===== src/rtl/dither_pipeline.sv =====
// dither_pipeline
//   Two-stage colour dithering stage for the VGA path. Each channel is reduced
//   from IN_W to OUT_W significant bits (MSB-aligned, low bits zero) using one
//   of four run-time modes: bypass, ordered Bayer, pseudo-random (LFSR) or
//   1-D error diffusion. Pixel position is tracked from the sof/sol markers.
//
// Ports
//   clk          pixel clock, rising edge
//   rst          synchronous reset, active low
//   mode         0 bypass, 1 ordered, 2 random, 3 error diffusion (latched on sof)
//   in_valid     pixel and markers valid this cycle
//   in_sof       first pixel of frame (implies sol)
//   in_sol       first pixel of line
//   in_visible   pixel is in the active area
//   data_in      packed pixel, channel 0 at the LSBs
//   out_valid    in_valid delayed by two cycles
//   out_visible  in_visible delayed by two cycles
//   data_out     processed pixel
module dither_pipeline #(
    parameter int CHANNELS = 3,
    parameter int IN_W     = 8,
    parameter int OUT_W    = 4,
    parameter int BAYER_N  = 4
) (
    input  logic                     clk,
    input  logic                     rst,
    input  logic [1:0]               mode,
    input  logic                     in_valid,
    input  logic                     in_sof,
    input  logic                     in_sol,
    input  logic                     in_visible,
    input  logic [CHANNELS*IN_W-1:0] data_in,
    output logic                     out_valid,
    output logic                     out_visible,
    output logic [CHANNELS*IN_W-1:0] data_out
);

    localparam int DROP  = IN_W - OUT_W;
    localparam int LB    = $clog2(BAYER_N);
    localparam int SHIFT = DROP - 2 * LB;
    localparam int PW    = CHANNELS * IN_W;
    localparam int TW    = CHANNELS * DROP;

    localparam logic [15:0] LFSR_SEED = 16'hACE1;

    localparam logic [3:0] BAYER4 [16] = '{
        4'd0,  4'd8,  4'd2,  4'd10,
        4'd12, 4'd4,  4'd14, 4'd6,
        4'd3,  4'd11, 4'd1,  4'd9,
        4'd15, 4'd7,  4'd13, 4'd5
    };
    localparam logic [1:0] BAYER2 [4] = '{2'd0, 2'd2, 2'd3, 2'd1};

    // Frame-level state
    logic [1:0]    mode_q, mode_d;
    logic [LB-1:0] x_q, x_d;
    logic [LB-1:0] y_q, y_d;
    logic [15:0]   lfsr_q, lfsr_d;
    logic [TW-1:0] e_q, e_d;

    // Stage 1
    logic          s1_valid_q, s1_valid_d;
    logic          s1_visible_q, s1_visible_d;
    logic          s1_first_q, s1_first_d;
    logic [1:0]    s1_mode_q, s1_mode_d;
    logic [PW-1:0] s1_data_q, s1_data_d;
    logic [TW-1:0] s1_thr_q, s1_thr_d;

    // Stage 2
    logic          out_valid_q, out_valid_d;
    logic          out_visible_q, out_visible_d;
    logic [PW-1:0] data_out_q, data_out_d;

    // Stage-1 combinational signals
    logic [1:0]      mode_eff;
    logic [LB-1:0]   x_pix, y_pix;
    logic [15:0]     lfsr_pix;
    logic            lfsr_fb;
    logic [3:0]      bayer_val;
    logic [DROP-1:0] t_ord;
    logic [TW-1:0]   thr;

    // Markers of the current pixel are applied before it picks its position,
    // mode and LFSR word, so the sof pixel itself already uses the new frame.
    always_comb begin
        mode_eff = in_sof ? mode : mode_q;
        x_pix    = (in_sof || in_sol) ? '0 : x_q + LB'(1);
        y_pix    = in_sof ? '0 : (in_sol ? y_q + LB'(1) : y_q);
        lfsr_pix = in_sof ? LFSR_SEED : lfsr_q;
        lfsr_fb  = lfsr_pix[0] ^ lfsr_pix[2] ^ lfsr_pix[3] ^ lfsr_pix[5];

        bayer_val = '0;
        if (BAYER_N == 4) begin
            bayer_val = BAYER4[4'({y_pix, x_pix})];
        end else begin
            bayer_val = {2'b00, BAYER2[2'({y_pix, x_pix})]};
        end
        t_ord = DROP'(bayer_val) << SHIFT;

        // Error diffusion leaves thr at zero: its threshold is the live
        // residue, picked up in stage 2 so the feedback closes in one cycle.
        thr = '0;
        for (int c = 0; c < CHANNELS; c++) begin
            for (int b = 0; b < DROP; b++) begin
                if (mode_eff == 2'd1) begin
                    thr[c*DROP+b] = t_ord[b];
                end else if (mode_eff == 2'd2) begin
                    thr[c*DROP+b] = lfsr_pix[(c*DROP+b) % 16];
                end
            end
        end
    end

    always_comb begin
        mode_d       = mode_q;
        x_d          = x_q;
        y_d          = y_q;
        lfsr_d       = lfsr_q;
        s1_valid_d   = in_valid;
        s1_visible_d = s1_visible_q;
        s1_first_d   = s1_first_q;
        s1_mode_d    = s1_mode_q;
        s1_data_d    = s1_data_q;
        s1_thr_d     = s1_thr_q;
        if (in_valid) begin
            mode_d       = mode_eff;
            x_d          = x_pix;
            y_d          = y_pix;
            lfsr_d       = {lfsr_fb, lfsr_pix[15:1]};
            s1_visible_d = in_visible;
            s1_first_d   = in_sof | in_sol;
            s1_mode_d    = mode_eff;
            s1_data_d    = data_in;
            s1_thr_d     = thr;
        end
    end

    // Stage-2 combinational signals
    logic [IN_W:0]    sum;
    logic [OUT_W-1:0] q;
    logic [DROP-1:0]  t;
    logic [DROP-1:0]  res;
    logic [PW-1:0]    dith;
    logic [TW-1:0]    res_all;

    always_comb begin
        sum     = '0;
        q       = '0;
        t       = '0;
        res     = '0;
        dith    = '0;
        res_all = '0;
        for (int c = 0; c < CHANNELS; c++) begin
            // A line-start pixel sees a cleared residue.
            if (s1_mode_q == 2'd3) begin
                t = s1_first_q ? '0 : e_q[c*DROP +: DROP];
            end else begin
                t = s1_thr_q[c*DROP +: DROP];
            end
            sum = {1'b0, s1_data_q[c*IN_W +: IN_W]} + {{(IN_W+1-DROP){1'b0}}, t};
            if (sum[IN_W]) begin
                q   = '1;
                res = '0;
            end else begin
                q   = sum[IN_W-1:DROP];
                res = sum[DROP-1:0];
            end
            dith[c*IN_W +: IN_W]    = {q, {DROP{1'b0}}};
            res_all[c*DROP +: DROP] = res;
        end
    end

    always_comb begin
        out_valid_d   = s1_valid_q;
        out_visible_d = out_visible_q;
        data_out_d    = data_out_q;
        e_d           = e_q;
        if (s1_valid_q) begin
            out_visible_d = s1_visible_q;
            if (s1_mode_q == 2'd0) begin
                data_out_d = s1_data_q;
            end else if (!s1_visible_q) begin
                data_out_d = '0;
            end else begin
                data_out_d = dith;
            end
            // Blanked pixels keep the residue, except that a line start
            // always clears it.
            if (s1_mode_q == 2'd3 && s1_visible_q) begin
                e_d = res_all;
            end else if (s1_first_q) begin
                e_d = '0;
            end
        end
    end

    always_ff @(posedge clk) begin
        if (!rst) begin
            mode_q        <= '0;
            x_q           <= '0;
            y_q           <= '0;
            lfsr_q        <= LFSR_SEED;
            e_q           <= '0;
            s1_valid_q    <= 1'b0;
            s1_visible_q  <= 1'b0;
            s1_first_q    <= 1'b0;
            s1_mode_q     <= '0;
            s1_data_q     <= '0;
            s1_thr_q      <= '0;
            out_valid_q   <= 1'b0;
            out_visible_q <= 1'b0;
            data_out_q    <= '0;
        end else begin
            mode_q        <= mode_d;
            x_q           <= x_d;
            y_q           <= y_d;
            lfsr_q        <= lfsr_d;
            e_q           <= e_d;
            s1_valid_q    <= s1_valid_d;
            s1_visible_q  <= s1_visible_d;
            s1_first_q    <= s1_first_d;
            s1_mode_q     <= s1_mode_d;
            s1_data_q     <= s1_data_d;
            s1_thr_q      <= s1_thr_d;
            out_valid_q   <= out_valid_d;
            out_visible_q <= out_visible_d;
            data_out_q    <= data_out_d;
        end
    end

    assign out_valid   = out_valid_q;
    assign out_visible = out_visible_q;
    assign data_out    = data_out_q;

endmodule


===== config.mk =====
export PLATFORM = sky130hd
export DESIGN_NAME = dither_pipeline
export DESIGN_NICKNAME = d
export VERILOG_FILES = /design/src/rtl/dither_pipeline.sv
export SDC_FILE = /design/constraint.sdc
export NUM_CORES = 1
export LEC_CHECK = 0
export ABC_AREA = 0
export CAP_MARGIN = 25
export CELL_PAD_IN_SITES_DETAIL_PLACEMENT = 0
export CELL_PAD_IN_SITES_GLOBAL_PLACEMENT = 1
export CORE_MARGIN = 2
export CORE_UTILIZATION = 25
export CTS_BUF_LIST = sky130_fd_sc_hd__clkbuf_8
export DETAILED_ROUTE_END_ITERATION = 10
export HOLD_SLACK_MARGIN = 0.1
export PLACE_DENSITY = 0.61
export SLEW_MARGIN = 20
export SYNTH_ARGS = -nofsm -noshare
export SYNTH_HDL_FRONTEND = slang
export SYNTH_SLANG_ARGS = --single-unit

===== constraint.sdc =====
create_clock -name clk -period 3 [get_ports clk]
set_input_delay 0.6 -clock clk [delete_from_list [all_inputs] [get_ports clk]]
set_output_delay 0.6 -clock clk [all_outputs]
set_load 0.1 [all_outputs]

==> results of run 1 <==
through the flow:
step	hold slack [ns]	instance area [um^2]	total power [mW]	util [%]	worst slack, ns
after CTS	0.463	6030	2.80	30.0	0.344
after global routing	0.497	6030	2.88	30.0	0.113
final	0.462	6030	2.75	30.0	0.367
after detailed placement	0.444	5810	1.82	28.9	0.355
after floorplan	0.426	5080	1.70	-	0.453
after global placement	0.445	5810	1.81	28.9	0.464
registers in the layout, indices dropped and copies added, names as in the netlist:
register	cells
data_out	24
e_q	12
lfsr_q	16
out_valid	1
out_valid_d	1
out_visible	1
s1_data_q	24
s1_first_q	1
s1_mode_q	2
s1_thr_q	12
s1_visible_q	1
x_q	2
y_q	2
Yosys cell counts (all sizes together) (3+ instances only):
cell     n  share of area, %
dfxtp   99                39
o21ai   56               5.5
nand2   55               4.1
inv     40               3.0
nand3   39               3.8
nand2b  38               4.7
nor2b   35               4.5
mux2i   33               6.5
clkbuf  24               1.8
a21boi  19               2.8
buf     16               2.2
ha      14               3.4
a21oi   13               1.3
nor2    13               1.1
o22ai   13               1.6
a22o     9               1.6
and2     8              0.98
and3     8               1.0
xnor2    7               1.2
xor2     5              0.86
a211oi   4              0.59
a21o     4              0.59
a31oi    3              0.37
fa       3               1.2
nor3     3              0.39
o221ai   3              0.52
routing by layer:
metal	routed length [um]	track usage (%)	vias up
met1	6230	15.7	1881
li1	-	-	2110
met4	198	4.37	0
met5	0	0	-
met3	428	2.34	11
met2	5430	18.5	78
worst register-to-register path: cells and delay by family, from the launching register on:
kind                     cells  cell delay (ns)
AND/OR/NAND/NOR              3             0.64
AO/OA/AOI/OAI                4             0.90
buffers and inverters        1             0.06
flip-flops                   1             0.35
adder cells (fa/ha/maj)      2             0.59
power by group:
group	internal, mW	switching (mW)
Sequential	1.36	0.0503
Clock	0.485	0.476
Combinational	0.153	0.218
Total	2.00	0.744
kinds of logic (layout without fill, tap and decap cells):
family	Yosys count	count (layout)	synth area share, %
AND/OR/NAND/NOR	210	210	22.3
AO/OA/AOI/OAI	143	143	18.6
flip-flops	99	99	39.0
buffers and inverters	80	122	6.97
multiplexers	33	33	6.50
adder cells (fa/ha/maj)	17	17	4.63
XOR/XNOR	12	12	2.07
final cells by class:
type | count | share of cell area, %
Multi-Input combinational cell | 415 | 45.6
Tap cell | 270 | 5.60
Timing Repair Buffer | 67 | 9.88
Sequential cell | 99 | 32.9
Clock inverter | 5 | 1.31
Inverter | 40 | 2.49
Clock buffer | 10 | 2.28
how the worst max path moves through the flow:
stage	startpoint	endpoint	slack [ns]
final	s1_mode_q[0]	e_q[10]	0.37
after global routing	s1_mode_q[1]	e_q[6]	0.11
after CTS	s1_mode_q[0]	e_q[10]	0.34
after detailed placement	s1_mode_q[0]	e_q[10]	0.35
after global placement	s1_mode_q[0]	e_q[10]	0.46
after floorplan	s1_mode_q[0]	e_q[10]	0.45
==> out/results.txt, run 1 <==
status: finished clean
CP Launch Type: register
Post-DP HPWL: 8670 um
initial antenna violation count: 0
placed cells: 891
commonest non-fill, non-tap cell in the layout: dfxtp_1
die area: 0.0215 mm^2
total CTS buffers: 9
FFs w/ async S/R, synth: 0%
Die Ht: 147 um
# fillers: 2,102
Pwr Density: 455 mW/mm^2
CP top delay family: compound AO/OA/AOI/OAI gates
Core Box Area: 0.0201 mm^2
Levels on crit path: 10
CP most frequent cell: a21oi_1
CTS H-tree depth: 3
area of the multi-input gates: 0.00275 mm^2
Hold Buf Count CTS: 0
clock root cell: clkbuf_8
number of I/O port buffers: 57
post-synthesis area per instance: 8.56 um^2
global placer's final weighted congestion: 0.821
fin crit share: 87.8%
Rel. slew slack: 52.4%
Reg area: 0.00198 mm^2
Pre-antenna DRT Iters: 4
CTS tree: built
via density per instance: 4.50
number of buffers added for setup after CTS: 0
RSZ-0062 raised after global routing: false
pin count of the biggest net entering global routing: 49
DRC viols: 0
routed wire length: 12,300 um
fin cells: 906
sequential-to-total area share from yosys stat: 39.0%
cell area after synthesis: 0.00508 mm^2
Die W: 147 um
Primary FF master, synth: dfxtp_1
initial detailed-routing violation count: 199
ratio of cells with drive above 1 in the final layout: 10.4%
clk sinks: 99
reg2reg start: s1_mode_q[0]
via count: 4,080
final setup fails: 0
Worst path max stage delay: 0.37 ns
Buf/Inv on CP: 1
GRT Util Overall: 11.7%
Starting Density: 25.3%
critical path class: reg2reg
crit end category: register
fmax: 380 MHz
Routed Antenna Nets: 0
Wirelength per Cell: 13.6 um
Post-synth EDFFs: 0
Final Skew: 0.0128 ns
Worst Reg2Reg Path Length in Cells: 10
Syn-to-layout area delta: 18.6%
setup slack, reg-to-reg: 0.37 ns
cells along the critical path: nand2_2 -> o21ai_0 -> ha_1 -> inv_1 -> fa_1 -> nand2b_1 -> a21oi_1 -> and2_1 -> a21oi_1 -> a32o_1
max-cap violation count: 0
worst hold path depth: 2
Final Hold Viols: 0
Mapped Cells: 594
leakage: 2.35 nW
Least-Margin Pin Slew: 0.713 ns
Max Root-Sink Buffers: 2
Slew Viols, Final: 0
Final nets: 681
CP Max Fanout: 25
Synth Register Bits: 99
Hold EP: e_q[1]
syn nets: 643
# diodes: 0
Cell variety after synth: 63
clk slew on worst S/H paths: 0.10 ns
Warnings, synthesis: 0
Required @ worst endpoint: 3.28 ns
commonest cells after routing, fill and taps aside: dfxtp_1 (99), nand2_1 (54), o21ai_0 (52), inv_1 (40), nand3_1 (39)
first-pass GRT wire length: 20,200 um
Hold Path Class: reg2reg
arrival time worst endpoint: 2.92 ns
setup TNS: 0 ns
clock latency on the worst-skew pair: 0.38 ns
Peak VDD IR: 0.182 mV
Critical Path Slowest Stage Cell: fa_1
Hold Startpoint: e_q[1]
post-CTS resize count: 0
vias in the first global route: 3,956
Tmin final: 2.63 ns
FP Rows: 52
Reg-to-Reg End: e_q[10]
Ports: 58
GRT overflow: 0
(Power assumes the default switching activity.)
==> inputs of run 2 (changes only) <==
GPL_TIMING_DRIVEN = 0   (was default)
HOLD_SLACK_MARGIN = 0.05   (was 0.1)
SKIP_LAST_GASP = 1   (was default)
==> run 2 against run 1 <==
Net effect:
- final cell count increased by 3.2%
- non-clock buffer count rose by 28
- flip-flop and latch count is the same
- cell area up 2.1%
- die area unchanged
- register-to-register slack got worse by 0.15 ns
- sequential power is essentially flat
- worst hold slack improved by 0.00072 ns
- core utilization is 0.62 points higher
- sequential share of layout area down 0.66 points
- combinational power up 8.9%
- worst setup slack lost 0.15 ns
- critical path type unchanged
- largest cell class unchanged
==> out/results.txt, run 2 (synthesis results as in run 1) <==
Least-Margin Pin Slew: 0.979 ns
Max Root-Sink Buffers: 2
DRC viols: 0
Util after Layout: 30.6%
Required @ worst endpoint: 3.27 ns
global placer's final weighted congestion: 0.815
Pwr Density: 430 mW/mm^2
CP top delay family: compound AO/OA/AOI/OAI gates
commonest non-fill, non-tap cell in the layout: dfxtp_1
die area: 0.0215 mm^2
Net Sw Frac: 30.6%
routed wire length: 14,200 um
Final nets: 709
Buf/Inv on CP: 3
Internal: 1.83 mW
max-cap violation count: 0
pin count of the biggest net entering global routing: 18
clock share of power: 31.4%
cells along the critical path: buf_4 -> nand2_2 -> buf_2 -> o21ai_1 -> ha_1 -> inv_1 -> fa_1 -> nand2b_1 -> a21oi_2 -> and2_1 -> a21oi_1 -> a32o_1
fmax: 360 MHz
CP Launch Type: register
Place WS: -0.0594 ns
Ports: 58
Final Hold Viols: 0
leakage: 2.33 nW
critical path class: reg2reg
Hold Path Class: reg2reg
Wirelength per Cell: 15.2 um
total CTS buffers: 9
Die Ht: 147 um
Sequential Power Share: 53.3%
GRT overflow: 0
setup ws final: 0.219 ns
arrival time worst endpoint: 3.05 ns
Core Box Area: 0.0201 mm^2
initial antenna violation count: 0
Starting Density: 25.3%
CP Max Fanout: 10
Critical Path Slowest Stage Cell: fa_1
ratio of cells with drive above 1 in the final layout: 7.67%
crit end category: register
combinational share of power: 15.3%
RSZ-0062 raised after global routing: false
status: finished clean
clk slew on worst S/H paths: 0.11 ns
P_sw: 809 uW
Die W: 147 um
vias in the first global route: 4,381
Worst Reg2Reg Path Length in Cells: 12
clk sinks: 99
Worst path max stage delay: 0.37 ns
dpl cell area: 0.00596 mm^2
CTS H-tree depth: 3
Syn-to-layout area delta: 21.0%
Levels on crit path: 12
number of I/O port buffers: 54
Slew Viols, Final: 0
first-pass GRT wire length: 23,400 um
Rel. slew slack: 34.5%
Pre-antenna DRT Iters: 4
via density per instance: 4.60
# diodes: 0
clock latency on the worst-skew pair: 0.38 ns
commonest cells after routing, fill and taps aside: dfxtp_1 (99), nand2_1 (54), clkdlybuf4s50_1 (54), o21ai_0 (50)
fin crit share: 92.7%
initial detailed-routing violation count: 133
via count: 4,299
CTS tree: built
Post-DP HPWL: 10,800 um
clock root cell: clkbuf_8
Routed Antenna Nets: 0
Hold Buf Count CTS: 0
FP Rows: 52
Tmin final: 2.78 ns
fin area: 0.00615 mm^2
GRT Util Overall: 13.7%
final setup fails: 0
worst hold path depth: 2
Peak VDD IR: 0.137 mV
Final Skew: 0.0139 ns
run 2: cell count changes in the layout (fill, tap and decap cells not counted), moves of 3 or more:
| cell | before | now |
|---|---|---|
| buf_2 | 2 | 10 |
| buf_4 | 34 | 5 |
| clkbuf_1 | 0 | 21 |
| clkdlybuf4s50_1 | 29 | 54 |
| clkinv_2 | 0 | 3 |
run 2: final cells by class:
class                           count  area [um^2]
Tap cell                          270          338
Inverter                           40          150
Timing Repair Buffer               55          548
Buffer                             40          209
Clock inverter                      7         51.3
Fill cell                        2158        14000
Sequential cell                    99         1980
Clock buffer                        9          124
Multi-Input combinational cell    415         2750
run 2: routing by layer:
| metal | GRT usage (%) | part of all wire, % |
|---|---|---|
| met5 | 0 | 0 |
| met2 | 22.7 | 46 |
| met3 | 2.94 | 3.9 |
| met4 | 5.05 | 2.0 |
| met1 | 17.7 | 48 |
run 2: through the flow:
step | setup TNS, ns | power, mW | hold WS, ns | cells
finish | 0 | 2.64 | 0.463 | 935
global route | 0 | 2.78 | 0.494 | 935
CTS | 0 | 2.69 | 0.464 | 934
detailed placement | -0.104 | 1.85 | 0.446 | 918
global placement | -0.0397 | 1.84 | 0.440 | 918
floorplan | 0 | 1.70 | 0.426 | 594
run 2: final timing paths:
check,slack (ns),end,start
worst max-delay path,0.22,e_q[10],s1_mode_q[0]
worst min-delay path,0.46,e_q[1],e_q[1]
worst max register to register,0.22,e_q[10],s1_mode_q[0]
worst min register to register,0.46,e_q[1],e_q[1]
run 2: power groups by stage:
stage	Combinational (mW)	Clock (mW)	Sequential, mW
final	0.404	0.830	1.41
after global routing	0.445	0.922	1.42
after CTS	0.409	0.869	1.41
after detailed placement	0.407	0	1.44
after global placement	0.402	0	1.44
after floorplan	0.221	0	1.48
run 2: worst min-delay path, stage by stage (launching register included):
cell	delay, ns
dfxtp_1	0.33
nand2_1	0.05
o21ai_1	0.05
run 2: repair_timing:
item                                    CTS  global route
resized for setup                         2             7
setup buffers                             0             1
endpoints found under the setup margin    5            14
endpoints found under the hold margin     0             0
pin swaps                                 0             1
==> inputs of run 3 (changes only) <==
REMOVE_ABC_BUFFERS = 1   (was default)
SKIP_CTS_REPAIR_TIMING = 1   (was default)
==> run 3 against run 2 <==
Net effect:
- maximum frequency is 0.12% lower
- wire length shrank 17%
- non-clock buffer count is 33 lower
- power grew 2.0%
- critical path depth is 2 lower
- clock skew fell by 0.0010 ns
- global-route usage fell by 2.2 points
- worst setup slack got worse by 0.0032 ns
- clock power is 9.6% higher
==> out/results.txt, run 3 (synthesis results as in run 1) <==
status: finished clean
clock latency on the worst-skew pair: 0.38 ns
max-cap violation count: 0
CTS H-tree depth: 3
clk sinks: 99
commonest cells after routing, fill and taps aside: dfxtp_1 (96), clkdlybuf4s50_1 (55), nand2_1 (54), o21ai_0 (51)
Starting Density: 25.3%
Sequential Power Share: 52.7%
Pre-antenna DRT Iters: 4
Peak VDD IR: 0.143 mV
Ports: 58
Net Sw Frac: 28.4%
Hold Startpoint: e_q[1]
Hold Path Class: reg2reg
fin area: 0.00608 mm^2
P_sw: 766 uW
setup ws final: 0.215 ns
worst hold path depth: 2
global placer's final weighted congestion: 0.731
combinational share of power: 13.5%
Rel. slew slack: 34.6%
Final nets: 676
routed wire length: 11,800 um
Die Ht: 147 um
# diodes: 0
fin crit share: 92.8%
Worst Reg2Reg Path Length in Cells: 10
CTS tree: built
Pwr Density: 443 mW/mm^2
GRT Util Overall: 11.5%
clock root cell: clkbuf_8
setup TNS: 0 ns
Hold EP: e_q[1]
Final Total Pwr: 2.70 mW
Final Skew: 0.0128 ns
ratio of cells with drive above 1 in the final layout: 6.33%
Tmin final: 2.78 ns
Required @ worst endpoint: 3.28 ns
cells along the critical path: nand2_4 -> o21ai_0 -> ha_1 -> inv_1 -> fa_1 -> nand2b_1 -> a21oi_1 -> and2_1 -> a21oi_1 -> a32o_1
Final Hold Viols: 0
Least-Margin Pin Slew: 0.978 ns
reg2reg start: s1_mode_q[0]
Place WS: -0.111 ns
Syn-to-layout area delta: 19.6%
critical path class: reg2reg
CP most frequent cell: a21oi_1
Critical Path Slowest Stage Cell: dfxtp_2
initial antenna violation count: 0
clock share of power: 33.8%
leakage: 2.29 nW
pin count of the biggest net entering global routing: 66
crit end category: register
GRT overflow: 0
clk slew on worst S/H paths: 0.10 ns
number of I/O port buffers: 57
via count: 4,074
Max Root-Sink Buffers: 2
FP Rows: 52
Internal: 1.93 mW
total CTS buffers: 9
final setup fails: 0
dpl cell area: 0.00586 mm^2
Reg-to-Reg End: e_q[10]
Worst setup startpoint: s1_mode_q[0]
DRC viols: 0
Wirelength per Cell: 13.1 um
first-pass GRT wire length: 20,100 um
Core Box Area: 0.0201 mm^2
commonest non-fill, non-tap cell in the layout: dfxtp_1
arrival time worst endpoint: 3.07 ns
die area: 0.0215 mm^2
Post-DP HPWL: 8310 um
hold_ws: 0.463 ns
CP Max Fanout: 25
Slew Viols, Final: 0
vias in the first global route: 3,913
CP Launch Type: register
Die W: 147 um
setup slack, reg-to-reg: 0.22 ns
Worst path max stage delay: 0.50 ns
initial detailed-routing violation count: 247
Routed Antenna Nets: 0
fmax: 359 MHz
via density per instance: 4.52
==> run 3: changes by cell type in the layout (fill, tap and decap cells not counted), sizes merged <==
cell | before | now
buf | 18 | 7
bufinv | 0 | 1
clkdlybuf4s50 | 54 | 55
inv | 42 | 40
clkbuf | 32 | 10
==> run 3: layout make-up <==
cell class	instances	area, um^2
fillers	2100	14000
well taps	270	338
clock inverters	6	65.1
multi-input cells	415	2750
repair buffers	62	652
clock buffers	10	138
flip-flops and latches	99	1990
inverters	40	150
==> run 3: routing by layer <==
metal | GRT usage (%) | part of all wire [%] | vias to the layer above
li1 | - | - | 2111
met1 | 15.6 | 51 | 1878
met2 | 17.5 | 44 | 74
met3 | 2.75 | 4.0 | 11
met4 | 4.85 | 1.6 | 0
met5 | 0 | 0 | -
==> run 3: worst max-delay path, delay by kind of cell (launching register included) <==
family                     cells  cell delay, ns
adders and majority gates      2            0.60
DFF                            1            0.50
and+or+nand+nor                3            0.61
buffers and inverters          1            0.07
AOI/OAI and AO/OA              4            0.92
==> run 3: through the flow <==
stage / utilization (%) / instances
after global placement: 28.8 / 881
after floorplan: - / 554
after global routing: 30.2 / 902
final: 30.2 / 902
after CTS: 30.2 / 901
after detailed placement: 29.2 / 885
==> run 3: power by group through the flow <==
stage | clock (mW) | combinational (mW) | sequential, mW
6_report | 0.910 | 0.365 | 1.42
3_5_place_dp | 0 | 0.367 | 1.45
5_1_grt | 1.00 | 0.405 | 1.43
3_3_place_gp | 0 | 0.355 | 1.45
2_1_floorplan | 0 | 0.160 | 1.49
4_1_cts | 0.944 | 0.368 | 1.42
==> run 3: worst max-delay path by stage <==
stage	end	slack, ns	cells after the start
floorplan	e_q[10]	0.42	10
global placement	s1_thr_q[6]	-1.67	5
detailed placement	e_q[10]	-0.11	10
CTS	e_q[10]	-0.13	10
global route	e_q[10]	-0.02	10
finish	e_q[10]	0.22	10
